--- src/rtl/conv_kxk_stream_box.sv ---
// Streaming KxK box-filter over a raster-scanned image: K-1 line buffers feed a
// KxK register window; one summed result per fully-inside window, 1-cycle latency.
module conv_kxk_stream_box #(
    parameter int WIDTH = 16,
    parameter int IMG_W = 64,
    parameter int IMG_H = 64,
    parameter int K     = 3
) (
    input  logic             clk_i,
    input  logic             reset_i,
    input  logic             in_valid_i,
    output logic             in_ready_o,
    input  logic [WIDTH-1:0] in_data_i,
    output logic             out_valid_o,
    input  logic             out_ready_i,
    output logic [WIDTH-1:0] out_data_o,
    output logic             out_last_o
);
    localparam int XW   = (IMG_W > 1) ? $clog2(IMG_W) : 1;
    localparam int YW   = (IMG_H > 1) ? $clog2(IMG_H) : 1;
    localparam int SUMW = WIDTH + $clog2(K * K);

    localparam logic [XW-1:0] X_LAST = XW'(IMG_W - 1);
    localparam logic [YW-1:0] Y_LAST = YW'(IMG_H - 1);
    localparam logic [XW-1:0] X_MIN  = XW'(K - 1);
    localparam logic [YW-1:0] Y_MIN  = YW'(K - 1);

    logic [XW-1:0]    x_q, x_d;
    logic [YW-1:0]    y_q, y_d;
    logic             out_valid_q, out_valid_d;
    logic [WIDTH-1:0] out_data_q, out_data_d;
    logic             out_last_q, out_last_d;

    // win_q[r][c]: r = 0 is the oldest row, c = K-1 is the newest column
    logic [WIDTH-1:0] win_q [K][K];
    logic [WIDTH-1:0] win_d [K][K];
    logic [WIDTH-1:0] lb_q  [K-1][IMG_W];
    logic [WIDTH-1:0] col   [K];
    logic [SUMW-1:0]  sum_full;

    logic accept, x_end, y_end, emit;

    assign in_ready_o = !out_valid_q || out_ready_i;
    assign accept     = in_valid_i && in_ready_o;
    assign x_end      = (x_q == X_LAST);
    assign y_end      = (y_q == Y_LAST);
    assign emit       = (x_q >= X_MIN) && (y_q >= Y_MIN);

    always_comb begin
        col[K-1] = in_data_i;
        for (int i = 0; i < K - 1; i++) begin
            col[K-2-i] = lb_q[i][x_q];
        end
    end

    always_comb begin
        win_d    = win_q;
        sum_full = '0;
        if (accept) begin
            for (int r = 0; r < K; r++) begin
                for (int c = 0; c < K - 1; c++) begin
                    win_d[r][c] = win_q[r][c+1];
                end
                win_d[r][K-1] = col[r];
            end
        end
        for (int r = 0; r < K; r++) begin
            for (int c = 0; c < K; c++) begin
                sum_full = sum_full + SUMW'(win_d[r][c]);
            end
        end
    end

    always_comb begin
        x_d         = x_q;
        y_d         = y_q;
        out_valid_d = out_valid_q;
        out_data_d  = out_data_q;
        out_last_d  = out_last_q;
        if (out_valid_q && out_ready_i) begin
            out_valid_d = 1'b0;
        end
        if (accept) begin
            if (x_end) begin
                x_d = '0;
                y_d = y_end ? '0 : y_q + YW'(1);
            end else begin
                x_d = x_q + XW'(1);
            end
            // wrap-around columns at x < K-1 stay in the window but are never emitted
            if (emit) begin
                out_valid_d = 1'b1;
                out_data_d  = WIDTH'(sum_full);
                out_last_d  = x_end && y_end;
            end
        end
    end

    always_ff @(posedge clk_i) begin
        if (reset_i) begin
            x_q         <= '0;
            y_q         <= '0;
            out_valid_q <= 1'b0;
            out_data_q  <= '0;
            out_last_q  <= 1'b0;
            for (int r = 0; r < K; r++) begin
                for (int c = 0; c < K; c++) begin
                    win_q[r][c] <= '0;
                end
            end
        end else begin
            x_q         <= x_d;
            y_q         <= y_d;
            out_valid_q <= out_valid_d;
            out_data_q  <= out_data_d;
            out_last_q  <= out_last_d;
            win_q       <= win_d;
        end
    end

    // Line buffers are plain RAM; stale rows after reset are masked by the y gate.
    always_ff @(posedge clk_i) begin
        if (accept && !reset_i) begin
            lb_q[0][x_q] <= in_data_i;
            for (int i = 1; i < K - 1; i++) begin
                lb_q[i][x_q] <= lb_q[i-1][x_q];
            end
        end
    end

    assign out_valid_o = out_valid_q;
    assign out_data_o  = out_data_q;
    assign out_last_o  = out_last_q;

endmodule
--- config.mk ---
export PLATFORM = sky130hd
export DESIGN_NAME = conv_kxk_stream_box
export DESIGN_NICKNAME = d
export VERILOG_FILES = /design/src/rtl/conv_kxk_stream_box.sv
export SDC_FILE = /design/constraint.sdc
export NUM_CORES = 2
export LEC_CHECK = 0
export CORE_MARGIN = 1
export CORE_UTILIZATION = 40
export DETAILED_ROUTE_END_ITERATION = 10
export RECOVER_POWER = 50
export SLEW_MARGIN = 20
export SYNTH_ARGS = -nofsm -noshare
export SYNTH_HDL_FRONTEND = slang
export SYNTH_SLANG_ARGS = --single-unit
--- constraint.sdc ---
create_clock -name clk_i -period 9.35 [get_ports clk_i]
set_input_delay 0.935 -clock clk_i [delete_from_list [all_inputs] [get_ports clk_i]]
set_output_delay 0.935 -clock clk_i [all_outputs]
set_load 0.005 [all_outputs]
* Word-level counts from Yosys, hierarchy flattened *
Memory sizes are Yosys's and may differ from the RTL's.
Index checks and enable logic that the tools add are counted.

cells by class
  muxes and demuxes = 16
  equal/unequal tests = 2
  bitwise logic cells = 1
  add/sub/neg operators = 10
  order comparisons = 4
  reduce and logical (&&, ||, !) cells = 11

operators with widths
  kind                 count
  $mux 1024            1
  $bmux 16 s6          2
  $mux 144             1
  $add 16x16->16       8
  $demux 16 s6         1
  $mux 16              5
  $add 6x1->6 const B  2
  $eq 6x6->1 const B   2
  $ge 6x2->1 const B   2
  $mux 6               2
  $ge 7x7->1 const B   1
  $lt 7x1->1 const B   1
  $not 6->7            1
  $logic_and 1x1->1    6
  $mux 1               4
  $reduce_and 2->1     2
  $logic_not 1->1      2
  $logic_or 1x1->1     1

storage, ports and cells
  output and inout port bits = 19
  input port bits = 20
  bits in registers = 174
  memory bits (writable) = 2048
  memories kept = 1

memory list
  memory  words  bits a word  read ports  clocked after Yosys merged registers in  wr ports  RTL line  RTL
  lb_q    2      1024         2           0                                        2         37        logic [WIDTH-1:0] lb_q [K-1][IMG_W];

* Longest topological paths before layout *
  depth in word-level cells = 13
  depth in mapped cells = 34
  mapped depth without buffers = 30

* Least setup slack after synthesis *
OpenSTA, ideal clock, no wires.

  kind = register -> register
  start = register x_q[0]
  end = register out_data_q[13] (netlist: out_data_o[13])
  arrival time = 7.852 ns
  cell stages (with the launch flop) = 29
  setup slack = 1.370 ns
  period minus slack after synthesis = 7.980 ns
  required time = 9.222 ns
  path through = dfxtp_1 -> buf_2 -> buf_4 -> buf_2 -> buf_2 -> buf_2 -> buf_2 -> buf_2 -> a21oi_1 -> o2111ai_1 -> nand2_1 -> nand2_1 -> fa_1 -> fa_1 -> fa_1 -> inv_1 -> fa_1 -> inv_1 -> ha_1 -> a21o_1 -> a311o_1 -> a31oi_1 -> nand2b_1 -> a21boi_0 -> o21ai_0 -> a21boi_0 -> xor2_1 -> mux2i_1 -> nor2_1

RTL lines
  item                      RTL line  RTL
  start: declaration        28        logic [XW-1:0] x_q, x_d;
  start signal: assignment  101       x_q <= '0;
  start signal: assignment  112       x_q <= x_d;
  end signal: assignment    115       out_data_q <= out_data_d;
  end: declaration          31        logic [WIDTH-1:0] out_data_q, out_data_d;

==> impl_metrics.toml <==
[logic_synthesis]
synth_ff_type = "edfxtp_1"
syn-cell-area_sq_mm = 0.0866
async_flop_share = 0
ys_seq_elements = 2222
ys_seq_area_frac = 0.750
syn-num-nets = 5376
avgSynthCellArea_sq_um = 16.5
synthCells = 5235
synth_edf_count = 2048
netlist-cell-type-count = 68
synth_warnings = 0

[final_layout]
final_common_cell = "edfxtp_1"
mostFrequentLayoutCells = "edfxtp_1, nand2_1, a22oi_1"
finalNonFillerCells = 8455
layout-area-overhead-vs-synth_pct = 13.8
design_area_sq_mm = 0.0986
layout.nets = 5559
nFillCells = 18500
drive_gt1_frac = 0.151

[place]
io_buffer_count = 38
post-dp-hpwl_um = 171000
numPlacedInstances = 8037
dpl_cell_area_sq_mm = 0.0918
place_congestion = 0.871
place_ws_ps = 1050

[timing]
fin_crit_ps = 8890
finalHoldViolations = 0
worst_slack_ps = 459
finClkSkew_ps = 66.2
setup_violations = 0
relSlewSlack = -1.60
setup_tns_ps = 0
holdWs_ps = 455
timing.final.crit_share = 0.951
grt_setup_unrepaired = "no"
worst_pin_slew_ps = 3910
drv_slew = 2166
max_clock_freq_mhz = 112

[hold_path]
hp-class = "flip-flop to flip-flop"

[global_routing]
grt_pass1_wl_um = 403000
track_usage = 0.266
grt_max_degree = 99
gr-total-overflow = 0
grt_antenna_before_repair = 17
grt_pass1_vias = 50200

[power]
p_per_area_mw_per_mm2 = 225
pwr-share-clk = 0.398
power_frac_seq = 0.501
p_comb_frac = 0.101
intPower_w = 0.0168
power_leakage_nw = 31.6
p_sw_w = 0.00540
switching_share = 0.244
ir_drop_mv = 0.166

[route]
wl_per_cell_um = 34.8
routed_wl_um = 295000
route.detailed.drc = 0
drtIter0Drc = 8520
firstDrtPassIters = 6
viasPerCell = 6.29
num_vias = 53200
ant_nets = 0

[critical_path]
arrival_ps = 9600
critPathRequiredTime_ps = 10060
worstPathMaxFanout = 30
crit_path_start_kind = "flip-flop"
crit_type = "flip-flop to flip-flop"
crit_path_end_kind = "flip-flop"

[floorplan]
die_x_um = 467
start_util = 0.403
die_h_um = 467
pin_count = 39
die-area_sq_mm = 0.218
core_area_sq_mm = 0.215
num_rows = 170

[clock_network]
numClockSinks = 2222
postCtsSetupBuffers = 0
cts_buffers = 217
clock_path_buffers = 3
insertion_delay_ps = 890
cts_resized = 0
ctsHoldBuffers = 0
root_buffer = "clkbuf_16"
path_clk_slew_ps = 60
cts_tree = "built"
cts_max_level = 4

[run_status]
violations = "capacitance limit, slew limit"
status = "finished, violations left"

[run]
cap_viol_max_count = 52
[area by class of cell]
type | instances | area [sq um] | area share
antenna | 10 | 25.0 | 0.000254
clock buffer | 266 | 5660 | 0.0574
clock inverter | 142 | 1480 | 0.0150
inverter | 98 | 373 | 0.00378
multi-input combinational | 2577 | 20100 | 0.204
sequential | 2222 | 65000 | 0.659
tap | 2838 | 3550 | 0.0360
timing repair buffer | 302 | 2360 | 0.0240
[routing by layer]
layer	vias up	global-route usage	wire (um)
met5	-	0	104
met4	14	0.121	16000
met3	771	0.0717	39000
met2	3747	0.394	128000
met1	27500	0.364	111000
li1	21200	-	-
[through the flow]
stage,util,total power [W]
finish,0.459,0.0222
floorplan,-,0.0127
global route,0.459,0.0228
global placement,0.427,0.0135
detailed placement,0.427,0.0135
CTS,0.461,0.0222
[cell families after synthesis]
family                   share of synthesized area
AND/OR/NAND/NOR                             0.0406
buffers and inverters                       0.0229
flip-flops                                   0.750
adder cells (fa/ha/maj)                     0.0262
multiplexers                                0.0580
XOR/XNOR                                   0.00319
AO/OA/AOI/OAI                               0.0988
[worst max-delay path, cell delays in order (launching register included)]
cell and delay [ps]:
dfxtp_4 610, clkbuf_1 870, buf_4 590, mux4_2 590, mux2i_1 220, o21ai_0 170
nor3_1 450, nand4_1 1020, mux2i_1 680, fa_1 500, fa_1 500, inv_1 60
fa_1 540, inv_1 60, fa_1 570, inv_1 50, ha_1 360, a21o_1 180
a21oi_1 150, o21ai_0 130, xnor2_1 150, mux2i_1 160, nor2_1 50
[synth_stat cells (6+ instances only)]
cell type / count / area (sq um)
fa_1: 101 / 2020
nand4_1: 13 / 81.3
nor2_1: 303 / 1140
buf_6: 12 / 135
and2_1: 7 / 43.8
or4_1: 10 / 75.1
nor4_1: 13 / 81.3
o22a_1: 6 / 52.6
o22ai_1: 63 / 394
mux2i_1: 171 / 1710
edfxtp_1: 2048 / 61500
dfxtp_1: 174 / 3480
o2bb2ai_1: 6 / 52.6
a31oi_1: 44 / 275
nor3_1: 25 / 125
a221o_1: 10 / 100
a22o_1: 51 / 447
o2111ai_1: 6 / 52.6
a41oi_1: 41 / 359
ha_1: 20 / 250
a211oi_1: 7 / 52.6
inv_1: 97 / 364
a22oi_1: 310 / 2330
xnor2_1: 15 / 131
nand2_1: 400 / 1500
a221oi_1: 265 / 2320
nand3_1: 10 / 50.1
nor2b_1: 35 / 219
a21oi_1: 264 / 1320
buf_1: 47 / 176
mux4_2: 75 / 1690
xor2_1: 14 / 123
buf_2: 117 / 586
o221ai_1: 14 / 123
mux2_2: 141 / 1590
buf_4: 29 / 218
a222oi_1: 9 / 90.1
o21ai_0: 69 / 345
clkbuf_1: 133 / 499
[power by group through the flow]
stage	Combinational (W)	Clock (W)	Sequential, W
CTS	0.00225	0.00887	0.0111
global route	0.00245	0.00924	0.0111
global placement	0.00222	0	0.0113
finish	0.00224	0.00882	0.0111
floorplan	0.00141	0	0.0113
detailed placement	0.00224	0	0.0113
[worst paths after layout]
path / slack (ps) / from / to / cells after the start
setup / recovery: 460 / x_q[0] / out_data_o[15] / 22
hold / removal: 450 / out_last_o / out_last_o / 2
setup reg to reg: 460 / x_q[0] / out_data_o[15] / 22
hold reg to reg: 450 / out_last_o / out_last_o / 2
[flip-flops by register name, indices dropped and copies added (netlist names)]
signal,cells
x_q,6
out_data_o,16
out_last_o,1
win_q,144
lb_q,2048
out_valid_o,1
y_q,6
No activity file was read; power rests on OpenSTA's default activity.
